<file path="src/rtl/imem_loader_if.sv">
// Host-side byte link, load control and instruction-memory debug write port
// bundled for imem_loader. The master is the host/testbench side and the
// slave is the loader.
interface imem_loader_if #(
  parameter int INS_ADDRESS = 9,
  parameter int INS_W       = 32
);
  logic                   start;
  logic [INS_ADDRESS:0]   num_words;
  logic [INS_ADDRESS-1:0] base_addr;
  logic                   s_valid;
  logic [7:0]             s_data;
  logic                   s_ready;
  logic                   enable_debug;
  logic [INS_ADDRESS-1:0] debug_address;
  logic [INS_W-1:0]       debug_inst_data1;
  logic [INS_W-1:0]       debug_inst_data2;
  logic                   busy;
  logic                   cpu_hold;
  logic                   done;

  modport master (
    output start, num_words, base_addr, s_valid, s_data,
    input  s_ready, enable_debug, debug_address, debug_inst_data1,
           debug_inst_data2, busy, cpu_hold, done
  );

  modport slave (
    input  start, num_words, base_addr, s_valid, s_data,
    output s_ready, enable_debug, debug_address, debug_inst_data1,
           debug_inst_data2, busy, cpu_hold, done
  );
endinterface

</file>
<file path="src/rtl/imem_loader.sv">
// Program loader: assembles a little-endian byte stream into 32-bit
// instructions and writes them in pairs through the instruction memory's
// debug write port, holding the core off fetch while the load runs.
module imem_loader #(
  parameter int               INS_ADDRESS  = 9,
  parameter int               INS_W        = 32,
  parameter int               ADDR_STEP    = 2,
  parameter int               WRITE_CYCLES = 2,
  parameter logic [INS_W-1:0] PAD_WORD     = 32'h00000013
) (
  input  logic         clk,
  input  logic         rst,
  imem_loader_if.slave bus
);

  localparam int HOLD_W = (WRITE_CYCLES > 1) ? $clog2(WRITE_CYCLES) : 1;

  typedef enum logic [1:0] {IDLE, RECV, WRITE, DONE} state_t;

  state_t                 state_q, state_d;
  logic [1:0]             byte_cnt_q, byte_cnt_d;
  logic                   wsel_q, wsel_d;
  logic [INS_ADDRESS:0]   words_left_q, words_left_d;
  logic [INS_ADDRESS-1:0] ptr_q, ptr_d;
  logic [INS_W-9:0]       part_q, part_d;
  logic [INS_W-1:0]       word_a_q, word_a_d;
  logic [HOLD_W-1:0]      hold_q, hold_d;
  logic                   s_ready_q, s_ready_d;
  logic                   enable_q, enable_d;
  logic                   busy_q, busy_d;
  logic                   done_q, done_d;
  logic [INS_ADDRESS-1:0] addr_q, addr_d;
  logic [INS_W-1:0]       data1_q, data1_d;
  logic [INS_W-1:0]       data2_q, data2_d;

  logic             xfer;
  logic             word_full;
  logic             last_word;
  logic             hold_end;
  logic [INS_W-1:0] new_word;

  // Newest byte lands in the top lane, so after four bytes byte 0 sits in [7:0].
  assign xfer      = bus.s_valid && s_ready_q;
  assign word_full = xfer && (byte_cnt_q == 2'd3);
  assign last_word = (words_left_q == {{INS_ADDRESS{1'b0}}, 1'b1});
  assign hold_end  = (hold_q == HOLD_W'(WRITE_CYCLES - 1));
  assign new_word  = {bus.s_data, part_q};

  // State register.
  always_ff @(posedge clk or posedge rst) begin
    if (rst) state_q <= IDLE;
    else     state_q <= state_d;
  end

  // Next-state decision.
  always_comb begin
    state_d = state_q;
    case (state_q)
      IDLE:    if (bus.start) state_d = (bus.num_words != '0) ? RECV : DONE;
      RECV:    if (word_full && (wsel_q || last_word)) state_d = WRITE;
      WRITE:   if (hold_end) state_d = (words_left_q != '0) ? RECV : DONE;
      DONE:    state_d = IDLE;
      default: state_d = IDLE;
    endcase
  end

  // Datapath and registered-output next values.
  always_comb begin
    byte_cnt_d   = byte_cnt_q;
    wsel_d       = wsel_q;
    words_left_d = words_left_q;
    ptr_d        = ptr_q;
    part_d       = part_q;
    word_a_d     = word_a_q;
    hold_d       = hold_q;
    s_ready_d    = s_ready_q;
    enable_d     = enable_q;
    busy_d       = busy_q;
    done_d       = 1'b0;
    addr_d       = addr_q;
    data1_d      = data1_q;
    data2_d      = data2_q;
    case (state_q)
      IDLE: begin
        if (bus.start) begin
          if (bus.num_words != '0) begin
            words_left_d = bus.num_words;
            ptr_d        = bus.base_addr;
            byte_cnt_d   = 2'd0;
            wsel_d       = 1'b0;
            busy_d       = 1'b1;
            s_ready_d    = 1'b1;
          end else begin
            done_d = 1'b1;
          end
        end
      end
      RECV: begin
        if (xfer) begin
          part_d     = new_word[INS_W-1:8];
          byte_cnt_d = byte_cnt_q + 2'd1;
          if (word_full) begin
            words_left_d = words_left_q - 1'b1;
            if (!wsel_q && !last_word) begin
              word_a_d = new_word;
              wsel_d   = 1'b1;
            end else begin
              // Address and both data words move together on WRITE entry.
              addr_d    = ptr_q;
              data1_d   = wsel_q ? word_a_q : new_word;
              data2_d   = wsel_q ? new_word : PAD_WORD;
              enable_d  = 1'b1;
              s_ready_d = 1'b0;
              hold_d    = '0;
              wsel_d    = 1'b0;
            end
          end
        end
      end
      WRITE: begin
        hold_d = hold_q + 1'b1;
        if (hold_end) begin
          ptr_d  = ptr_q + INS_ADDRESS'(ADDR_STEP);
          hold_d = '0;
          if (words_left_q != '0) begin
            s_ready_d = 1'b1;
          end else begin
            s_ready_d = 1'b0;
            enable_d  = 1'b0;
            busy_d    = 1'b0;
            done_d    = 1'b1;
          end
        end
      end
      default: ;
    endcase
  end

  // Datapath and output registers; reset discards any partial load.
  always_ff @(posedge clk or posedge rst) begin
    if (rst) begin
      byte_cnt_q   <= '0;
      wsel_q       <= 1'b0;
      words_left_q <= '0;
      ptr_q        <= '0;
      part_q       <= '0;
      word_a_q     <= '0;
      hold_q       <= '0;
      s_ready_q    <= 1'b0;
      enable_q     <= 1'b0;
      busy_q       <= 1'b0;
      done_q       <= 1'b0;
      addr_q       <= '0;
      data1_q      <= '0;
      data2_q      <= '0;
    end else begin
      byte_cnt_q   <= byte_cnt_d;
      wsel_q       <= wsel_d;
      words_left_q <= words_left_d;
      ptr_q        <= ptr_d;
      part_q       <= part_d;
      word_a_q     <= word_a_d;
      hold_q       <= hold_d;
      s_ready_q    <= s_ready_d;
      enable_q     <= enable_d;
      busy_q       <= busy_d;
      done_q       <= done_d;
      addr_q       <= addr_d;
      data1_q      <= data1_d;
      data2_q      <= data2_d;
    end
  end

  assign bus.s_ready          = s_ready_q;
  assign bus.enable_debug     = enable_q;
  assign bus.debug_address    = addr_q;
  assign bus.debug_inst_data1 = data1_q;
  assign bus.debug_inst_data2 = data2_q;
  assign bus.busy             = busy_q;
  assign bus.cpu_hold         = busy_q;
  assign bus.done             = done_q;

endmodule

</file>
<file path="src/flat_wrapper.sv">
// flat-port wrapper written by rule: the top's interface ports become plain ports
module imem_loader_flat 
#(
  parameter int               INS_ADDRESS  = 9,
  parameter int               INS_W        = 32,
  parameter int               ADDR_STEP    = 2,
  parameter int               WRITE_CYCLES = 2,
  parameter logic [INS_W-1:0] PAD_WORD     = 32'h00000013
)
  (clk, rst, bus_start, bus_num_words, bus_base_addr, bus_s_valid, bus_s_data, bus_s_ready, bus_enable_debug, bus_debug_address, bus_debug_inst_data1, bus_debug_inst_data2, bus_busy, bus_cpu_hold, bus_done);
  imem_loader_if #(.INS_ADDRESS(INS_ADDRESS), .INS_W(INS_W)) bus_i ();
  input  logic clk;
  input  logic rst;
  input wire logic [$bits(bus_i.start)-1:0] bus_start;
  input wire logic [$bits(bus_i.num_words)-1:0] bus_num_words;
  input wire logic [$bits(bus_i.base_addr)-1:0] bus_base_addr;
  input wire logic [$bits(bus_i.s_valid)-1:0] bus_s_valid;
  input wire logic [$bits(bus_i.s_data)-1:0] bus_s_data;
  output wire logic [$bits(bus_i.s_ready)-1:0] bus_s_ready;
  output wire logic [$bits(bus_i.enable_debug)-1:0] bus_enable_debug;
  output wire logic [$bits(bus_i.debug_address)-1:0] bus_debug_address;
  output wire logic [$bits(bus_i.debug_inst_data1)-1:0] bus_debug_inst_data1;
  output wire logic [$bits(bus_i.debug_inst_data2)-1:0] bus_debug_inst_data2;
  output wire logic [$bits(bus_i.busy)-1:0] bus_busy;
  output wire logic [$bits(bus_i.cpu_hold)-1:0] bus_cpu_hold;
  output wire logic [$bits(bus_i.done)-1:0] bus_done;
  assign bus_i.start = bus_start;
  assign bus_i.num_words = bus_num_words;
  assign bus_i.base_addr = bus_base_addr;
  assign bus_i.s_valid = bus_s_valid;
  assign bus_i.s_data = bus_s_data;
  assign bus_s_ready = bus_i.s_ready;
  assign bus_enable_debug = bus_i.enable_debug;
  assign bus_debug_address = bus_i.debug_address;
  assign bus_debug_inst_data1 = bus_i.debug_inst_data1;
  assign bus_debug_inst_data2 = bus_i.debug_inst_data2;
  assign bus_busy = bus_i.busy;
  assign bus_cpu_hold = bus_i.cpu_hold;
  assign bus_done = bus_i.done;
  imem_loader #(.INS_ADDRESS(INS_ADDRESS), .INS_W(INS_W), .ADDR_STEP(ADDR_STEP), .WRITE_CYCLES(WRITE_CYCLES), .PAD_WORD(PAD_WORD)) u_core (.clk(clk), .rst(rst), .bus(bus_i));
endmodule
</file>
<file path="config.mk">
export PLATFORM = sky130hd
export DESIGN_NAME = imem_loader_flat
export DESIGN_NICKNAME = d
export VERILOG_FILES = /design/src/rtl/imem_loader_if.sv /design/src/rtl/imem_loader.sv /design/src/flat_wrapper.sv
export SDC_FILE = /design/constraint.sdc
export NUM_CORES = 1
export LEC_CHECK = 0
export CAP_MARGIN = 15
export CORE_UTILIZATION = 35
export CTS_BUF_LIST = sky130_fd_sc_hd__clkbuf_8
export DETAILED_ROUTE_END_ITERATION = 10
export PLACE_DENSITY = 0.61
export SYNTH_ARGS = -nofsm -noshare
export SYNTH_HDL_FRONTEND = slang
export SYNTH_SLANG_ARGS = --single-unit
</file>
<file path="constraint.sdc">
create_clock -name clk -period 8.8 [get_ports clk]
set_input_delay 0.88 -clock clk [delete_from_list [all_inputs] [get_ports clk]]
set_output_delay 0.88 -clock clk [all_outputs]
set_load 0.005 [all_outputs]
</file>
Word-level counts from Yosys, hierarchy flattened --
Cells that the tools add are included.
Storage, ports and cells: input bits 31, bits in registers 158
Cells by class: multiplexer cells 49, reduce and logical (&&, ||, !) cells 25, bitwise operators 1, add/subtract/negate cells 4, eq/ne operators 13
Operators with widths (number):
- $mux 32 | 2
- $mux 10 | 4
- $mux 9 | 3
- $mux 1 | 22
- $pmux 10 s2 | 1
- $reduce_and 4->1 | 5
- $reduce_bool 10->1 | 2
- $pmux 9 s2 | 1
- $mux 2 | 8
- $eq 10x1->1 const B | 1
- $ne 2x1->1 const B | 5
- $pmux 1 s2 | 5
- $reduce_and 5->1 | 2
- $sub 10x1->10 const B | 1
- $add 9x2->9 const B | 1
- $pmux 2 s4 | 1
- $reduce_and 7->1 | 1
- $eq 2x2->1 const B | 3
- $ne 2x2->1 const B | 3
- $reduce_and 6->1 | 1
- $reduce_bool 2->1 | 3
- $logic_and 1x1->1 | 4
- $pmux 2 s2 | 1
- $pmux 1 s3 | 1
- other kinds (10) | 11

Longest topological paths before layout --
Gate-level depths: netlist of run 1.
word-level depth 7, gate-level depth with buffers 8

Worst setup path before layout of run 1 --
No wires, ideal clock.
kind in2reg, start in bus_num_words[7], end reg u_core.words_left_q[4], stages on the path 7, setup time 129 ps, slack 6710 ps, arrival 1961 ps, cells stage by stage nor4_1 and3_1 buf_2 or3_4 buf_6 o21ai_0 o21ai_0
Between the ends: cells in the longest elaborated chain, start to end 3
Ends and longest elaborated chain:
- start: declaration | RTL line flat_wrapper.sv:15 | input wire logic [$bits(bus_i.num_words)-1:0] bus_num_words;
- $reduce_bool 10->1 | RTL line imem_loader.sv:86 | if (bus.num_words != '0) begin
- $ne 2x1->1 (no source line)
- $reduce_and 5->1 (no source line)
- end signal: assignment | RTL line imem_loader.sv:159 | words_left_q <= words_left_d;
- end: declaration | RTL line imem_loader.sv:23 | logic [INS_ADDRESS:0] words_left_q, words_left_d;
Every way passes these cells. A chain may end at the register's enable or synchronous reset.

Worst setup path after layout of run 1 --
start reg u_core.state_q[0], end reg u_core.word_a_q[3]
Between the ends: cells in the longest elaborated chain, start to end 2
Ends and longest elaborated chain:
- start: declaration | RTL line imem_loader.sv:20 | state_t state_q, state_d;
- start signal: assignment | RTL line imem_loader.sv:52 | else state_q <= state_d;
- $eq 2x1->1 | RTL line imem_loader.sv:83 | case (state_q)
- $reduce_and 4->1 (no source line)
- end signal: assignment | RTL line imem_loader.sv:162 | word_a_q <= word_a_d;
- end: declaration | RTL line imem_loader.sv:26 | logic [INS_W-1:0] word_a_q, word_a_d;
Every way passes these cells.

==> summary.md, run 1 <==
| Metric | Value |
|---|---|
| TritonCTS clock tree | yes |
| Initial DRC count | 230 |
| CP max stage cell | dfrtp_1 |
| Synth Cell Area | 6930 um2 |
| Synth Net Count | 637 |
| Initial Util | 35.7% |
| Sequential share of the synthesized area | 57.1% |
| CTS resizes | 0 |
| PortBufs | 108 |
| WHS | 497 ps |
| Main area contributors after synthesis | dfrtp_1, nand2_1, mux2_4 |
| Crit end category | flip-flop |
| Initial antenna violation count | 0 |
| Status | complete, no violations |
| Total GRT Usage | 16.4% |
| Num CTS Buffers | 17 |
| Clock Skews | 12.7 ps |
| Critical Path RT | 9140 ps |
| Core area | 19400 um2 |
| Synth-to-layout area growth | 24.0% |
| Met3 wire length | 791 um |
| Final wirelength | 15500 um |
| Die Y | 143 um |
| DR DRC count | 0 |
| Hold Fails Final Rpt | 0 |
| Worst skew pair latency | 470 ps |
| Register-to-register setup slack | 5930 ps |
| Finished Core Util | 44.3% |
| Relative slew slack | 25.2% |
| Crit-path max cell delay | 610 ps |
| R2r worst-path depth | 5 |
| Largest fanout on the critical path | 33 |
| Met2 WL | 7300 um |
| Syn Area/Cell | 11.5 um2 |
| Vias | 4889 |
| Leak | 3.91 nW |
| Detail Route Antenna Nets | 0 |
| Dpl hpwl | 10200 um |
| Top_reg_cell synth | dfrtp_1 |
| Number of synthesized flops with an enable pin | 0 |
| Total of max-cap violations | 0 |
| Root Driver | clkbuf_8 |
| Netlist cell types | 46 |
| Hold Path Sink | u_core.bus.debug_inst_data1[0] |
| Worst-path cell chain | nor2b_1, buf_4, and3_4, nand3_4, mux2_4 |
| Die width | 143 um |
| Share of layout cells above drive strength 1 | 13.0% |
| Final GP Congestion | 0.813 |
| Peak VDD IR | 112 uV |
| Std-Cell Rows | 51 |
| Routed length per instance | 16.0 um |
| CTS clock-pin slew for the worst setup and hold paths | 90 ps |
| Hold-fix buffers, CTS | 0 |
| Ports | 109 |
| Syn Inst Count | 601 |
| Reg-to-Reg Start | u_core.state_q[0] |
| F_max | 0.348 GHz |
| Area leader, netlist | dfrtp_1 |
| CP Launch Point | u_core.state_q[0] |
| Hold Path Cell Cnt | 2 |
| Top routing layer in use | met4 |
| N_diodes | 0 |
| PD cells | 271 nW/um2 |
| Min cycle time layout | 2870 ps |
| Pin count of the biggest net entering global routing | 104 |
| Routed met1 length | 7160 um |
| Die area | 20400 um2 |
| Worst Setup Start Kind | flip-flop |
| Setup TNS | 0 ps |
| Grt total ovfl | 0 |
| Crit path arrival time | 3210 ps |
| RSZ-0062 raised after global routing | false |
| Vias in the first global route | 4800 |
| Worst R2R End | u_core.word_a_q[3] |
| Commonest non-fill, non-tap cell in the layout | dfrtp_1 |
| Synth Warn # | 0 |
| Top cell type's share of synthesized area | 57.1% |
| CTS sink count | 158 |
| Most frequent cells in the layout | dfrtp_1, nand2_1, clkdlybuf4s50_1 |
| Crit path kind | flip-flop to flip-flop |
| Clk buf depth | 2 |
| Vias per inst | 5.03 |
| First-pass GRT wire length | 25600 um |
| Fin. max-slew vios | 0 |
| Synth Register Bits | 158 |
| Hold path start | u_core.bus.debug_inst_data1[0] |
| Max H-tree Level | 4 |
| Final net count | 730 |
| Min-delay worst type | flip-flop to flip-flop |
| Slew @ Worst Pin | 1120 ps |
| Setup violators final | 0 |
| Final period utilization | 32.6% |
| Drt first pass iters | 5 |
| Setup Buffers After CTS | 0 |
| Async S/R FF share, synth | 100% |
==> cells by family after synthesis <==
logic type,after synthesis,synth area share (%)
AND/OR/NAND/NOR,185,12.5
flip-flops,158,57.1
AO/OA/AOI/OAI,132,12.5
multiplexers,76,13.3
buffers and inverters,45,3.70
adder cells (fa/ha/maj),5,0.903
==> report_power, final <==
part	leakage (nW)	internal (W)	switching (W)
sequential	2.10	0.000903	0.000220
combinational	1.62	0.000337	0.000295
clock	0.199	0.000285	0.000290
total	3.91	0.00152	0.000805
==> cell usage after synthesis (2+ instances only) <==
| library cell | instances |
|---|---|
| nor2_1 | 11 |
| nand2_1 | 127 |
| buf_4 | 3 |
| mux2_2 | 14 |
| a21oi_1 | 20 |
| nand2b_1 | 3 |
| a2bb2oi_1 | 3 |
| a21o_1 | 4 |
| mux2_4 | 29 |
| o21ai_0 | 52 |
| ha_1 | 5 |
| inv_1 | 7 |
| nor3_2 | 3 |
| nor4_1 | 4 |
| a22o_1 | 30 |
| o22a_1 | 4 |
| nand3_1 | 13 |
| mux2i_1 | 33 |
| a22oi_1 | 2 |
| buf_6 | 8 |
| dfrtp_1 | 158 |
| o21a_1 | 2 |
| clkbuf_1 | 13 |
| and3_1 | 7 |
| nor3_4 | 2 |
| o22ai_1 | 4 |
| nor2b_1 | 4 |
| nor3b_1 | 2 |
| a31oi_1 | 5 |
| buf_2 | 13 |
==> layer usage <==
| layer | GRT usage [%] | up-vias |
|---|---|---|
| li1 | - | 2302 |
| met1 | 21.5 | 2436 |
| met2 | 26.0 | 130 |
| met3 | 4.36 | 21 |
| met4 | 6.56 | 0 |
| met5 | 0 | - |
==> flip-flops by register name, summed over array words and instances, names as in the netlist <==
| signal | count |
|---|---|
| u_core.wsel_q | 1 |
| u_core.part_q | 24 |
| u_core.hold_end | 1 |
| u_core.byte_cnt_q | 2 |
| u_core.bus.busy | 1 |
| u_core.word_a_q | 32 |
| u_core.bus.done | 1 |
| u_core.bus.enable_debug | 1 |
| u_core.state_q | 2 |
| u_core.bus.s_ready | 1 |
| u_core.bus.debug_inst_data1 | 32 |
| u_core.bus.debug_inst_data2 | 32 |
| u_core.words_left_q | 10 |
| u_core.bus.debug_address | 9 |
| u_core.ptr_q | 9 |
==> worst max-delay path: cells and delay by family, from the launching register on <==
kind,cells,cell delay (ps)
muxes,1,510
and+or+nand+nor,3,1360
buffers and inverters,1,260
DFF,1,610
==> cell type report <==
type	count	area, um2
clock inverters	15	186
multi-input cells	398	2720
well taps	265	332
repair buffers	112	1130
fillers	1873	10800
clock buffers	17	234
flip-flops and latches	158	3960
inverters	7	31.3
==> how the worst max path moves through the flow <==
stage | to | slack (ps) | cells past startpoint
finish | u_core.word_a_q[3] | 5930 | 5
global route | u_core.word_a_q[5] | 5730 | 5
CTS | u_core.bus.debug_address[5] | 5060 | 4
detailed placement | u_core.bus.debug_address[4] | 5070 | 4
global placement | u_core.bus.debug_address[0] | 5200 | 4
floorplan | u_core.bus.busy | 3660 | 1
==> metrics by stage <==
step	area (um2)	worst slack, ps	power (W)	cells
CTS	8550	5060	0.00235	970
finish	8580	5930	0.00233	972
detailed placement	8130	5070	0.00177	938
floorplan	6930	3660	0.00155	601
global route	8580	5730	0.00249	972
global placement	8130	5200	0.00174	938
No activity file was read; power rests on OpenSTA's default activity.
==> inputs of run 2 (changes only) <==
--- a/config.mk
+++ b/config.mk
@@ -9,7 +9,7 @@
 export CORE_UTILIZATION = 35
 export CTS_BUF_LIST = sky130_fd_sc_hd__clkbuf_8
 export DETAILED_ROUTE_END_ITERATION = 10
-export PLACE_DENSITY = 0.61
+export PLACE_DENSITY = 0.63
 export SYNTH_ARGS = -nofsm -noshare
 export SYNTH_HDL_FRONTEND = slang
 export SYNTH_SLANG_ARGS = --single-unit
==> constraint.sdc (replaced) <==
create_clock -name clk -period 2.6 [get_ports clk]
set_input_delay 0.26 -clock clk [delete_from_list [all_inputs] [get_ports clk]]
set_output_delay 0.26 -clock clk [all_outputs]
set_load 0.005 [all_outputs]
==> summary.md, run 2 (synthesis gave the netlist of run 1 again) <==
| Metric | Value |
|---|---|
| Status | complete, no violations (unchanged) |
| Total of max-cap violations | 0 (unchanged) |
| Peak VDD IR | 495 uV (was 112 uV) |
| Vias per inst | 4.98 (was 5.03) |
| RSZ-0062 raised after global routing | false (unchanged) |
| Final GP Congestion | 0.784 (was 0.813) |
| Initial Util | 35.7% (unchanged) |
| Core area | 19400 um2 (unchanged) |
| Pin count of the biggest net entering global routing | 56 (was 104) |
| PD cells | 898 nW/um2 (was 271 nW/um2) |
| Dpl hpwl | 10800 um (was 10200 um) |
| Drt first pass iters | 4 (was 5) |
| DR DRC count | 0 (unchanged) |
| Routed length per instance | 16.1 um (was 16.0 um) |
| Min cycle time layout | 2120 ps (was 2870 ps) |
| Fillers | 1842 (was 1873) |
| F_max | 0.471 GHz (was 0.348 GHz) |
| TritonCTS clock tree | yes (unchanged) |
| WHS | 222 ps (was 497 ps) |
| Worst Setup Start Kind | flip-flop (unchanged) |
| Most frequent cells in the layout | dfrtp_1, nand2_1, clkdlybuf4s50_1 (unchanged) |
| Worst-path cell chain | nor4_1, and3_1, nor3_4, o21ai_0, a21o_1 (was nor2b_1, buf_4, and3_4, nand3_4, mux2_4) |
| Max H-tree Level | 4 (unchanged) |
| Hold Fails Final Rpt | 0 (unchanged) |
| Crit end category | flip-flop (unchanged) |
| Detail Route Antenna Nets | 0 (unchanged) |
| Setup TNS | 0 ps (unchanged) |
| Setup Buffers After CTS | 0 (unchanged) |
| Total GRT Usage | 16.6% (was 16.4%) |
| Min-delay worst type | input pin to asynchronous set/reset pin (was flip-flop to flip-flop) |
| Worst skew pair latency | 460 ps (was 470 ps) |
| Fin. max-slew vios | 0 (unchanged) |
| Num CTS Buffers | 17 (unchanged) |
| Initial DRC count | 231 (was 230) |
| Final net count | 740 (was 730) |
| Relative slew slack | 56.1% (was 25.2%) |
| Multi-input gate area | 2720 um2 (unchanged) |
| Die width | 143 um (unchanged) |
| Storage cell area | 3960 um2 (unchanged) |
| Die area | 20400 um2 (unchanged) |
| Final period utilization | 81.7% (was 32.6%) |
| Leak | 3.98 nW (was 3.91 nW) |
| Crit path kind | flip-flop to flip-flop (unchanged) |
| Crit-path max cell delay | 620 ps (was 610 ps) |
| Critical Path RT | 2940 ps (was 9140 ps) |
| Grt total ovfl | 0 (unchanged) |
| Vias in the first global route | 4941 (was 4800) |
| Setup violators final | 0 (unchanged) |
| Std-Cell Rows | 51 (unchanged) |
| First-pass GRT wire length | 26000 um (was 25600 um) |
| CTS clock-pin slew for the worst setup and hold paths | 90 ps (about the same) |
| Initial antenna violation count | 0 (unchanged) |
| Synth-to-layout area growth | 25.3% (was 24.0%) |
| Share of layout cells above drive strength 1 | 14.2% (was 13.0%) |
| CTS sink count | 158 (unchanged) |
| Crit path max-delay family | simple AND/OR/NAND/NOR gates (unchanged) |
| N_diodes | 0 (unchanged) |
| PortBufs | 108 (unchanged) |
| Vias | 4888 (was 4889) |
| Ports | 109 (unchanged) |
| Final wirelength | 15800 um (was 15500 um) |
| CP max stage cell | dfrtp_1 (unchanged) |
| Largest fanout on the critical path | 18 (was 33) |
| Slew @ Worst Pin | 656 ps (was 1120 ps) |
| Commonest non-fill, non-tap cell in the layout | dfrtp_1 (unchanged) |
| Crit path arrival time | 2470 ps (was 3210 ps) |
| Clk buf depth | 2 (unchanged) |
| Buf/Inv on CP | 0 (was 1) |
| Hold-fix buffers, CTS | 0 (unchanged) |
| Root Driver | clkbuf_8 (unchanged) |
| Clock Skews | 13.8 ps (was 12.7 ps) |
| Die Y | 143 um (unchanged) |
| CTS resizes | 0 (unchanged) |
[run 2: cell types whose count changed in the layout (fill, tap and decap cells not counted), moves of 2 or more]
| cell | previous run | this run |
|---|---|---|
| buf_12 | 0 | 6 |
| buf_4 | 3 | 8 |
| bufinv_16 | 3 | 1 |
| clkbuf_8 | 17 | 20 |
| clkinv_2 | 0 | 2 |
| clkinv_4 | 1 | 6 |
| clkinvlp_4 | 5 | 2 |
| inv_6 | 5 | 1 |
[run 2: path summary, 6_finish.rpt]
path	start	end	slack (ps)	cells past startpoint
max	u_core.state_q[1]	u_core.bus.busy	480	5
min	rst	u_core.bus.debug_inst_data1[2]	220	2
max reg2reg	u_core.state_q[1]	u_core.bus.busy	480	5
min reg2reg	u_core.bus.debug_inst_data1[31]	u_core.bus.debug_inst_data1[31]	480	2
max in group asynchronous	rst	u_core.wsel_q	1700	3
min in group clk	bus_base_addr[1]	u_core.ptr_q[1]	370	3
[run 2: final cells by class]
| cell class | instances | area share, % |
|---|---|---|
| flip-flops and latches | 158 | 45.6 |
| multi-input cells | 398 | 31.3 |
| repair buffers | 122 | 14.5 |
| well taps | 265 | 3.82 |
| clock buffers | 20 | 3.17 |
| clock inverters | 12 | 1.30 |
| inverters | 7 | 0.346 |
[run 2: routing by layer]
| metal | vias up | global-route usage, % | part of all wire [%] |
|---|---|---|---|
| li1 | 2318 | - | - |
| met1 | 2402 | 21.4 | 45 |
| met2 | 149 | 26.8 | 48 |
| met3 | 19 | 4.49 | 5.6 |
| met4 | 0 | 5.72 | 1.3 |
| met5 | - | 0 | 0 |
[run 2: through the flow]
step / cell area [um2] / total power (W) / setup WS (ps) / cells / util, %
after global routing: 8680 / 0.00830 / 294 / 982 / 44.7
after floorplan: 6930 / 0.00524 / 339 / 601 / -
after detailed placement: 8290 / 0.00608 / 364 / 950 / 42.8
after global placement: 8290 / 0.00598 / 438 / 950 / 42.8
final: 8680 / 0.00780 / 476 / 982 / 44.7
after CTS: 8680 / 0.00788 / 474 / 982 / 44.7
[run 2: report_power, final]
| part | internal (W) | switching, W |
|---|---|---|
| clock network | 0.000838 | 0.000932 |
| registers | 0.00306 | 0.000670 |
| logic | 0.00117 | 0.00113 |
==> inputs of run 3 (changes only) <==
--- a/config.mk
+++ b/config.mk
@@ -9,7 +9,7 @@
 export CORE_UTILIZATION = 35
 export CTS_BUF_LIST = sky130_fd_sc_hd__clkbuf_8
 export DETAILED_ROUTE_END_ITERATION = 10
-export PLACE_DENSITY = 0.63
+export PLACE_DENSITY = 0.61
 export SYNTH_ARGS = -nofsm -noshare
 export SYNTH_HDL_FRONTEND = slang
 export SYNTH_SLANG_ARGS = --single-unit
==> constraint.sdc (replaced) <==
create_clock -name clk -period 2.2 [get_ports clk]
set_input_delay 0.22 -clock clk [delete_from_list [all_inputs] [get_ports clk]]
set_output_delay 0.22 -clock clk [all_outputs]
set_load 0.005 [all_outputs]
==> summary.md, run 3 (synthesis gave the netlist of run 1 again) <==
| Metric | Value |
|---|---|
| PD cells | 1090 nW/um2 (was 898 nW/um2) |
| DR DRC count | 0 (unchanged) |
| Setup Buffers After CTS | 0 (unchanged) |
| Root Driver | clkbuf_8 (unchanged) |
| Multi-input gate area | 2720 um2 (unchanged) |
| Initial DRC count | 277 (was 231) |
| CTS sink count | 158 (unchanged) |
| CTS resizes | 0 (unchanged) |
| CTS clock-pin slew for the worst setup and hold paths | 80 ps (was 90 ps) |
| Setup violators final | 0 (unchanged) |
| Most frequent cells in the layout | dfrtp_1, nand2_1, clkdlybuf4s50_1 (unchanged) |
| Commonest non-fill, non-tap cell in the layout | dfrtp_1 (unchanged) |
| Crit end category | flip-flop (unchanged) |
| Status | complete, no violations (unchanged) |
| Clk buf depth | 2 (unchanged) |
| Die width | 143 um (unchanged) |
| Total power | 0.00958 W (was 0.00780 W) |
| Crit path arrival time | 2320 ps (was 2470 ps) |
| Relative slew slack | 60.6% (was 56.1%) |
| WHS | 57.1 ps (was 222 ps) |
| Worst Setup Start Kind | flip-flop (unchanged) |
| Switch share | 34.1% (was 35.0%) |
| RSZ-0062 raised after global routing | false (unchanged) |
| Comb pwr share | 29.5% (about the same) |
| Peak VDD IR | 434 uV (was 495 uV) |
| Slew @ Worst Pin | 587 ps (was 656 ps) |
| Detail Route Antenna Nets | 0 (unchanged) |
| Finished Core Util | 45.3% (was 44.7%) |
| Fin. max-slew vios | 0 (unchanged) |
| Grt total ovfl | 0 (unchanged) |
| P_sw | 0.00326 W (was 0.00273 W) |
| Cell Count, Final, Fillers Out | 989 (was 982) |
| Storage cell area | 3960 um2 (unchanged) |
| Worst skew pair latency | 460 ps (about the same) |
| Initial antenna violation count | 0 (unchanged) |
| Core area | 19400 um2 (unchanged) |
| Final wirelength | 15900 um (was 15800 um) |
| Area of placed instances | 8350 um2 (was 8290 um2) |
| Pin count of the biggest net entering global routing | 106 (was 56) |
| Total of max-cap violations | 0 (unchanged) |
| Max H-tree Level | 4 (unchanged) |
| Critical Path RT | 2550 ps (was 2940 ps) |
| Vias | 4891 (was 4888) |
| Die Y | 143 um (unchanged) |
| Internal cell power | 0.00632 W (was 0.00507 W) |
| Total GRT Usage | 16.9% (was 16.6%) |
| Largest fanout on the critical path | 42 (was 18) |
| Share of layout cells above drive strength 1 | 15.2% (was 14.2%) |
| Final net count | 747 (was 740) |
| Die area | 20400 um2 (unchanged) |
| Min cycle time layout | 1980 ps (was 2120 ps) |
| Clk network pwr share | 25.0% (was 22.7%) |
| Clock Skews | 15.5 ps (was 13.8 ps) |
| Hold-fix buffers, CTS | 0 (unchanged) |
| First-pass GRT wire length | 26500 um (was 26000 um) |
| Leak | 4.03 nW (was 3.98 nW) |
| Hold Fails Final Rpt | 0 (unchanged) |
| Routed length per instance | 16.1 um (about the same) |
| DP Cell Count | 957 (was 950) |
| Synth-to-layout area growth | 26.9% (was 25.3%) |
| Ports | 109 (unchanged) |
| Dpl hpwl | 10800 um (about the same) |
| Initial Util | 35.7% (unchanged) |
| Fin area | 8790 um2 (was 8680 um2) |
| Vias in the first global route | 4990 (was 4941) |
| Drt first pass iters | 4 (unchanged) |
| TritonCTS clock tree | yes (unchanged) |
| Min-delay worst type | input pin to asynchronous set/reset pin (unchanged) |
| PortBufs | 108 (unchanged) |
| Final GP Congestion | 0.862 (was 0.784) |
| N_diodes | 0 (unchanged) |
| Vias per inst | 4.95 (was 4.98) |
| Sequential share of power | 45.4% (was 47.8%) |
| Fillers | 1839 (was 1842) |
| Std-Cell Rows | 51 (unchanged) |
| F_max | 0.506 GHz (was 0.471 GHz) |
| Final period utilization | 89.8% (was 81.7%) |
| Crit path kind | flip-flop to flip-flop (unchanged) |
| Num CTS Buffers | 17 (unchanged) |
-- run 3: per-layer routing --
layer	track usage (%)	routed length, um
met4	7.13	340
met2	26.5	7520
met5	0	0
met3	4.46	785
met1	22.1	7260
-- run 3: power groups by stage --
stage               combinational [W]  sequential, W  clock (W)
finish                        0.00283        0.00435    0.00240
global route                  0.00315        0.00445    0.00261
CTS                           0.00286        0.00435    0.00247
detailed placement            0.00284        0.00440          0
global placement              0.00278        0.00436          0
floorplan                     0.00205        0.00415          0
-- run 3: metrics by stage --
stage          setup slack (ps)  setup TNS [ps]
5_1_grt                     123               0
4_1_cts                     222               0
3_3_place_gp                144               0
6_report                    224               0
2_1_floorplan             -20.9           -3300
3_5_place_dp                110               0
-- run 3: final cells by class --
type	instances	area share, %
inverter	7	0.342
timing repair buffer	129	14.9
sequential	158	45.0
clock buffer	17	2.66
tap	265	3.77
clock inverter	15	2.38
multi-input combinational	398	30.9
-- run 3: worst max-delay path, cell delays in order (launching register included) --
cell and delay [ps]:
dfrtp_1 460, nor3_2 270, a41oi_2 240, nand3b_4 360
buf_12 250, a22o_1 250
-- run 3: final timing paths --
| check | start | to | slack, ps | depth (start not counted) |
|---|---|---|---|---|
| max | u_core.words_left_q[5] | u_core.bus.debug_inst_data2[19] | 220 | 5 |
| min | rst | u_core.bus.debug_inst_data1[4] | 60 | 2 |
| max reg2reg | u_core.words_left_q[5] | u_core.bus.debug_inst_data2[19] | 220 | 5 |
| min reg2reg | u_core.bus.debug_inst_data1[11] | u_core.bus.debug_inst_data1[11] | 480 | 2 |
| max in group asynchronous | rst | u_core.bus.debug_inst_data1[22] | 1340 | 3 |
| min in group clk | bus_base_addr[6] | u_core.ptr_q[6] | 320 | 3 |
